--- config.mk ---
export PLATFORM = sky130hd
export DESIGN_NAME = eth_loopback_line_lb_ready_adapter
export DESIGN_NICKNAME = d
export VERILOG_FILES = /design/src/rtl/eth_loopback_line_lb_ready_adapter.sv
export SDC_FILE = /design/constraint.sdc
export NUM_CORES = 1
export LEC_CHECK = 0
export CELL_PAD_IN_SITES_DETAIL_PLACEMENT = 1
export CELL_PAD_IN_SITES_GLOBAL_PLACEMENT = 2
export CORE_UTILIZATION = 36
export CTS_CLUSTER_SIZE = 28
export DETAILED_ROUTE_END_ITERATION = 6
export PLACE_DENSITY_LB_ADDON = 0.15
export SLEW_MARGIN = 25
export SYNTH_ARGS = -nofsm -noshare
export SYNTH_HDL_FRONTEND = slang
export SYNTH_SLANG_ARGS = --single-unit
--- constraint.sdc ---
create_clock -name clk -period 12.6 [get_ports clk]
set_clock_uncertainty 0.15 [all_clocks]
set_input_delay 1.26 -clock clk [delete_from_list [all_inputs] [get_ports clk]]
set_output_delay 1.26 -clock clk [all_outputs]
set_load 0.03 [all_outputs]
--- src/rtl/eth_loopback_line_lb_ready_adapter.sv ---
`default_nettype none
// ============================================================================
// Module  : eth_loopback_line_lb_ready_adapter
// Brief   : Non-backpressured source to ready/valid sink adapter; show-ahead
//           FIFO absorbs stalls, beats arriving while full are dropped/counted.
// Revision: 1.0 - initial release
// ============================================================================
module eth_loopback_line_lb_ready_adapter #(
  parameter int DATA_W    = 72,
  parameter int ADDR_W    = 3,
  parameter int AFULL_THR = 6,
  parameter int CNT_W     = 16
) (
  input  logic              clk,
  input  logic              reset,
  input  logic              in_valid,
  input  logic [DATA_W-1:0] in_data,
  output logic              out_valid,
  input  logic              out_ready,
  output logic [DATA_W-1:0] out_data,
  output logic [ADDR_W:0]   fill_level,
  output logic              almost_full,
  output logic              overflow,
  input  logic              clear_overflow,
  output logic [CNT_W-1:0]  drop_count
);

  localparam int              DEPTH     = 2 ** ADDR_W;
  localparam logic [ADDR_W:0] PTR_ONE   = 1;
  localparam logic [ADDR_W:0] AFULL_LVL = AFULL_THR[ADDR_W:0];
  localparam logic [CNT_W-1:0] CNT_ONE  = 1;

  logic [DATA_W-1:0] mem_q [DEPTH];
  logic [ADDR_W:0]   wr_ptr_q, wr_ptr_d;
  logic [ADDR_W:0]   rd_ptr_q, rd_ptr_d;
  logic [ADDR_W:0]   fill_q, fill_d;
  logic              almost_full_q, almost_full_d;
  logic              overflow_q, overflow_d;
  logic [CNT_W-1:0]  drop_count_q, drop_count_d;

  logic empty, full, rd_en, wr_en, drop;

  always_comb begin
    empty = (wr_ptr_q == rd_ptr_q);
    full  = (wr_ptr_q[ADDR_W] != rd_ptr_q[ADDR_W]) &&
            (wr_ptr_q[ADDR_W-1:0] == rd_ptr_q[ADDR_W-1:0]);
    rd_en = ~empty & out_ready;
    // A read in the same cycle frees the slot, so a full FIFO still accepts.
    wr_en = in_valid & (~full | rd_en);
    drop  = in_valid & full & ~rd_en;

    wr_ptr_d = wr_en ? wr_ptr_q + PTR_ONE : wr_ptr_q;
    rd_ptr_d = rd_en ? rd_ptr_q + PTR_ONE : rd_ptr_q;

    fill_d = fill_q;
    case ({wr_en, rd_en})
      2'b10:   fill_d = fill_q + PTR_ONE;
      2'b01:   fill_d = fill_q - PTR_ONE;
      default: fill_d = fill_q;
    endcase
    almost_full_d = (fill_d >= AFULL_LVL);

    overflow_d   = overflow_q;
    drop_count_d = drop_count_q;
    if (clear_overflow) begin
      overflow_d   = 1'b0;
      drop_count_d = '0;
    end else if (drop) begin
      overflow_d = 1'b1;
      if (drop_count_q != '1) begin
        drop_count_d = drop_count_q + CNT_ONE;
      end
    end
  end

  always_ff @(posedge clk) begin
    if (reset) begin
      wr_ptr_q      <= '0;
      rd_ptr_q      <= '0;
      fill_q        <= '0;
      almost_full_q <= 1'b0;
      overflow_q    <= 1'b0;
      drop_count_q  <= '0;
    end else begin
      wr_ptr_q      <= wr_ptr_d;
      rd_ptr_q      <= rd_ptr_d;
      fill_q        <= fill_d;
      almost_full_q <= almost_full_d;
      overflow_q    <= overflow_d;
      drop_count_q  <= drop_count_d;
    end
  end

  // Storage is not reset; pointer reset alone makes its contents unreachable.
  always_ff @(posedge clk) begin
    if (wr_en) begin
      mem_q[wr_ptr_q[ADDR_W-1:0]] <= in_data;
    end
  end

  assign out_valid   = ~empty;
  assign out_data    = mem_q[rd_ptr_q[ADDR_W-1:0]];
  assign fill_level  = fill_q;
  assign almost_full = almost_full_q;
  assign overflow    = overflow_q;
  assign drop_count  = drop_count_q;

endmodule
`default_nettype wire

==> flow_summary.yaml <==
run_status:
  status: "complete, no violations"
route:
  wire_per_inst_um: 23.9
  drt_iter0_markers: 606
  drc: 0
  vias: 10700
  routed_wl_mm: 50.9
  viasPerCell: 5.03
  drtPass1Iterations: 4
  ant_nets: 0
floorplanning:
  dieHeight_um: 256
  initial_core_util: 0.366
  die_x_um: 256
  core_area_mm2: 0.0634
  io_pins: 172
  dieArea_mm2: 0.0655
  row_count: 92
power_and_ir_drop:
  p_leak_nw: 8.55
  p_per_area_mw_per_mm2: 175
  pwr-share-comb: 0.160
  swShare: 0.242
  max-vdd-ir-drop_mv: 0.0873
  p_int_mw: 3.70
  p_sw_mw: 1.19
  p_total_mw: 4.89
  seq_power_share: 0.472
  p_clk_frac: 0.368
worst_setup_path:
  critPathLaunchType: "flop"
  required_ps: 11190
  crit_path_max_fanout: 46
  path_class: "reg -> out"
  cp-end-kind: "output pin"
  cp.arrival_ps: 4180
timing:
  finalSetupViolations: 0
  tightest_slew_ps: 978
  finalSetupTns_ps: 0
  hold_violations: 0
  period_needed_ps: 5590
  fmax_mhz: 179
  final_max_slew_viol_count: 0
  timing.slew.headroom: 0.348
  rsz0062_at_grt: "false"
  fin_crit_sh: 0.444
synth:
  synthAdderAreaFrac: 0.00356
  synth_xor_xnor_area_share: 0.00900
  syn_area_mm2: 0.0232
  synthSimpleGateAreaFrac: 0.0214
  async_reset_ff_frac: 0
  yosys_warnings: 0
  synth.avg_cell_area_um2: 22.3
  synth-seq-cells: 609
  synth_top_area_frac: 0.745
  ys_seq_area_frac: 0.773
  yosysTopAreaCell: "edfxtp_1"
  synthesis.nets: 1124
  yosysMostFrequentCell: "edfxtp_1"
  synth_common_cells: "edfxtp_1, mux4_2, mux2_2"
  synth_cell_types: 40
  ys.flop_type: "edfxtp_1"
  yosys-top-cells-area: "edfxtp_1, mux4_2, mux2_2, dfxtp_1, xnor2_1"
  synth_compound_area_frac: 0.00706
  synth-edff-count: 576
  syn_inst: 1041
  muxShareOfSynthArea: 0.175
  synth_top_family_by_area: "multiplexers"
global_routing:
  grt_use_met1: 0.212
  top_usage_layer: "met2"
  grt-ovfl-total: 0
  grt_max_degree: 64
  met3_usage: 0.0291
  grt_antenna_before_repair: 2
  grt_pass1_vias: 12100
  grt_util_all_layers: 0.159
  grt_use_met2: 0.264
  grt_pass1_wl_mm: 77.5
place:
  hpwl_mm: 27.3
  port_buffers: 171
  place_congestion: 0.699
clock_network:
  cts-hold-fix-buffers: 0
  cts_resized: 0
  cts_tree: "done"
  clockRootBuffer: "clkbuf_16"
  clk_pin_slew_ps: 60
  cts-buffers-inserted: 66
  ctsLongestPathBuffers: 3
  cts_sinks: 609
  cts_htree_levels: 3
  insertion_delay_ps: 570
  cts_setup_buffers: 0
flow_run:
  maxCapViolCount: 0
worst_hold_path:
  min-delay-path-class: "reg -> reg"
finish:
  final_nets: 1334
  n_antenna_cell: 0
  finish.utilization: 0.441
  fill_cells: 5841
  area_delta_synth_final_pct: 20.4
  drive_gt1_frac: 0.261
-- worst max-delay path, cell delays in order, from the launching register on --
cell and delay [ps]:
dfxtp_4 660, buf_4 750, buf_6 640, mux4_2 580, mux2_2 270, clkdlybuf4s50_1 650
-- worst paths after layout --
check / startpoint / endpoint / slack [ps] / cells after the start
worst max-delay path: flop / out_data[38] / 7010 / 5
worst max register to register: wr_ptr_q[2] / mem_q[7][14] / 8760 / 6
worst min-delay path: overflow / overflow / 300 / 2
worst min register to register: overflow / overflow / 300 / 2
-- registers in the layout, summed over array words and instances (netlist names), named ones only --
| register | count |
|---|---|
| fill_level | 4 |
| almost_full | 1 |
| drop_count | 16 |
| overflow | 1 |
| rd_ptr_q | 4 |
| mem_q | 576 |
| wr_ptr_q | 4 |
-- power by group through the flow --
stage | Combinational (mW) | Sequential, mW | Clock, mW
2_1_floorplan | 0.526 | 2.34 | 0
3_3_place_gp | 0.799 | 2.35 | 0
3_5_place_dp | 0.801 | 2.35 | 0
4_1_cts | 0.805 | 2.31 | 1.87
5_1_grt | 0.839 | 2.31 | 1.94
6_report | 0.783 | 2.31 | 1.80
-- final cells by class --
class | instances | area (um2) | area share
sequential | 609 | 18000 | 0.643
multi-input combinational | 375 | 5060 | 0.181
timing repair buffer | 193 | 1880 | 0.0674
clock buffer | 84 | 1780 | 0.0638
tap | 846 | 1060 | 0.0379
clock inverter | 22 | 183 | 0.00653
inverter | 6 | 22.5 | 0.000805
-- metal layers --
layer  share of wire  wire [um]
met1            0.45      23000
met3           0.037       1870
met5         0.00061         31
met4           0.020       1040
met2            0.49      25000
-- cell families after synthesis --
logic type | Yosys count
AO/OA/AOI/OAI | 30
XOR/XNOR | 23
adder cells (fa/ha/maj) | 6
buffers and inverters | 57
flip-flops | 609
multiplexers | 217
AND/OR/NAND/NOR | 99
-- metrics by stage --
step	instance area (um2)	worst slack (ps)	hold WS (ps)	instances
floorplan	23200	3260	314	1041
finish	28000	7010	303	2135
CTS	28000	6510	307	2135
global placement	26000	7150	289	2029
global route	28000	6630	346	2135
detailed placement	26000	7130	296	2029
-- cell usage in the layout, fill, tap and decap left out, types with 2 or more instances in the layout --
cell type | netlist | final
nor3b_1 | 2 | 2
nor2_1 | 29 | 26
and2_1 | 3 | 3
o22ai_1 | 2 | 2
clkinv_1 | 0 | 8
xnor2_1 | 16 | 16
clkdlybuf4s50_1 | 0 | 171
clkinv_2 | 0 | 9
nor2_4 | 0 | 3
edfxtp_1 | 576 | 576
or2b_1 | 2 | 2
ha_1 | 5 | 5
inv_6 | 0 | 2
bufinv_16 | 0 | 3
a21oi_1 | 14 | 14
nand3_1 | 11 | 11
clkbuf_1 | 30 | 15
clkbuf_16 | 0 | 69
nor3_2 | 0 | 4
dfxtp_4 | 0 | 3
nand4_1 | 6 | 6
dfxtp_1 | 33 | 30
inv_1 | 6 | 6
buf_6 | 2 | 2
o21ai_0 | 10 | 10
mux4_2 | 144 | 144
nor3_1 | 13 | 9
mux2_2 | 72 | 72
xor2_1 | 6 | 6
nand2_1 | 18 | 18
or3_1 | 7 | 7
buf_4 | 1 | 20
Power figures use the tool's default switching activity.
==> variant, RTL diff (same settings) <==
Set the parameter `DATA_W` to 36 (it was 72).
--- a/src/rtl/eth_loopback_line_lb_ready_adapter.sv
+++ b/src/rtl/eth_loopback_line_lb_ready_adapter.sv
@@ -8,3 +8,3 @@
 module eth_loopback_line_lb_ready_adapter #(
-  parameter int DATA_W    = 72,
+  parameter int DATA_W    = 36,
   parameter int ADDR_W    = 3,
Ports: changed (resized in_data and out_data); port bits go from 172 to 100. The function was not compared with the original's and may differ.
==> variant against the original RTL <==
Count of clock-buffer cells in the layout decreased by 43; sequential cell count decreased by 288; final cell count decreased by 43%; sequential share of layout area decreased by 3.3 points; synthesized cell count decreased by 40%; register-to-register slack improved by 360 ps; cell area decreased by 45%; first-iteration DRC count decreased by 60%; via count decreased by 42%; total power decreased by 45%; routed wire length decreased by 47%; maximum frequency increased by 11%; area after synthesis decreased by 46%; worst setup slack improved by 540 ps; critical path type unchanged; largest cell class unchanged; highest routed layer is now met4.
==> variant: results (changes against the original RTL) <==
* Synth Area in Compound Gates at 0.0141 (+0.00708)
* Worst r2r dst: almost_full
* Gate count of the mapped netlist at 624 (-40%)
* CP Capture Point: out_data[29]
* Switching portion of total power at 0.243 (+0.000427)
* DRT iter0 DRCs at 245 (-60%)
* Met3 WL at 926 um (-50%)
* Placement Cell Area at 14100 um^2 (-46%)
* Vias in the first global route at 7001 (-42%)
* Vias at 6188 (-42%)
* Leak at 4.74 nW (-45%)
* M3 GR Usage at 0.0268 (-0.00229)
* Ratio of cells with drive above 1 in the final layout at 0.249 (-0.0121)
* GRT Total Usage at 0.155 (-0.00425)
* Largest net degree at the start of global routing at 38 (-41%)
* Hold Slack at 300 ps (-3.28 ps)
* Final-stage net count at 795 (-40%)
* Filler cell count at 3177 (-46%)
* Top routing layer in use: met4
* Routed len/inst at 22.0 um (-7.8%)
* Worst-Margin Slew at 779 ps (-199 ps)
* R2R depth at 11 (+5)
* Non-filler cells, final at 1223 (-43%)
* Port Buffer Count at 99 (-42%)
* R2r startpoint: wr_ptr_q[1]
* Register area share after synthesis at 0.746 (-0.0273)
* Htree depth at 2 (-1)
* Status: finished, final reports clean
* HPWL after detailed placement at 16000 um (-41%)
* Data arrival, critical path at 3640 ps (-540 ps)
* Xor-xnor portion of the synthesized cell area at 0.0160 (+0.00704)
* Synth Area in Adders at 0.00662 (+0.00306)
* Met2 WL at 13300 um (-47%)
* Max FFs per register at 288 (-50%)
* R2R Setup Slk at 9120 ps (+360 ps)
* Achievable frequency at 198 MHz (+11%)
## variant: cell count changes in the layout (fill, tap and decap cells not counted), sizes merged, moves of 5 or more
cell           delta
clkbuf           -43
clkdlybuf4s50    -72
edfxtp          -288
buf               -5
mux2             -36
mux4             -72
## variant: power by group through the flow
| stage | clock [mW] | combinational [mW] | sequential [mW] |
|---|---|---|---|
| 4_1_cts | 1.06 | 0.425 | 1.23 |
| 3_5_place_dp | 0 | 0.423 | 1.25 |
| 3_3_place_gp | 0 | 0.408 | 1.26 |
| 6_report | 1.03 | 0.416 | 1.23 |
| 5_1_grt | 1.09 | 0.443 | 1.24 |
| 2_1_floorplan | 0 | 0.288 | 1.23 |
## variant: layout make-up
type	instances	area [um^2]	area share
Inverter	5	18.8	0.00123
Clock buffer	41	920	0.0602
Clock inverter	22	241	0.0158
Multi-Input combinational cell	269	3070	0.201
Sequential cell	321	9320	0.610
Timing Repair Buffer	116	1140	0.0749
Tap cell	448	561	0.0367
Antenna cell	1	2.50	0.000164
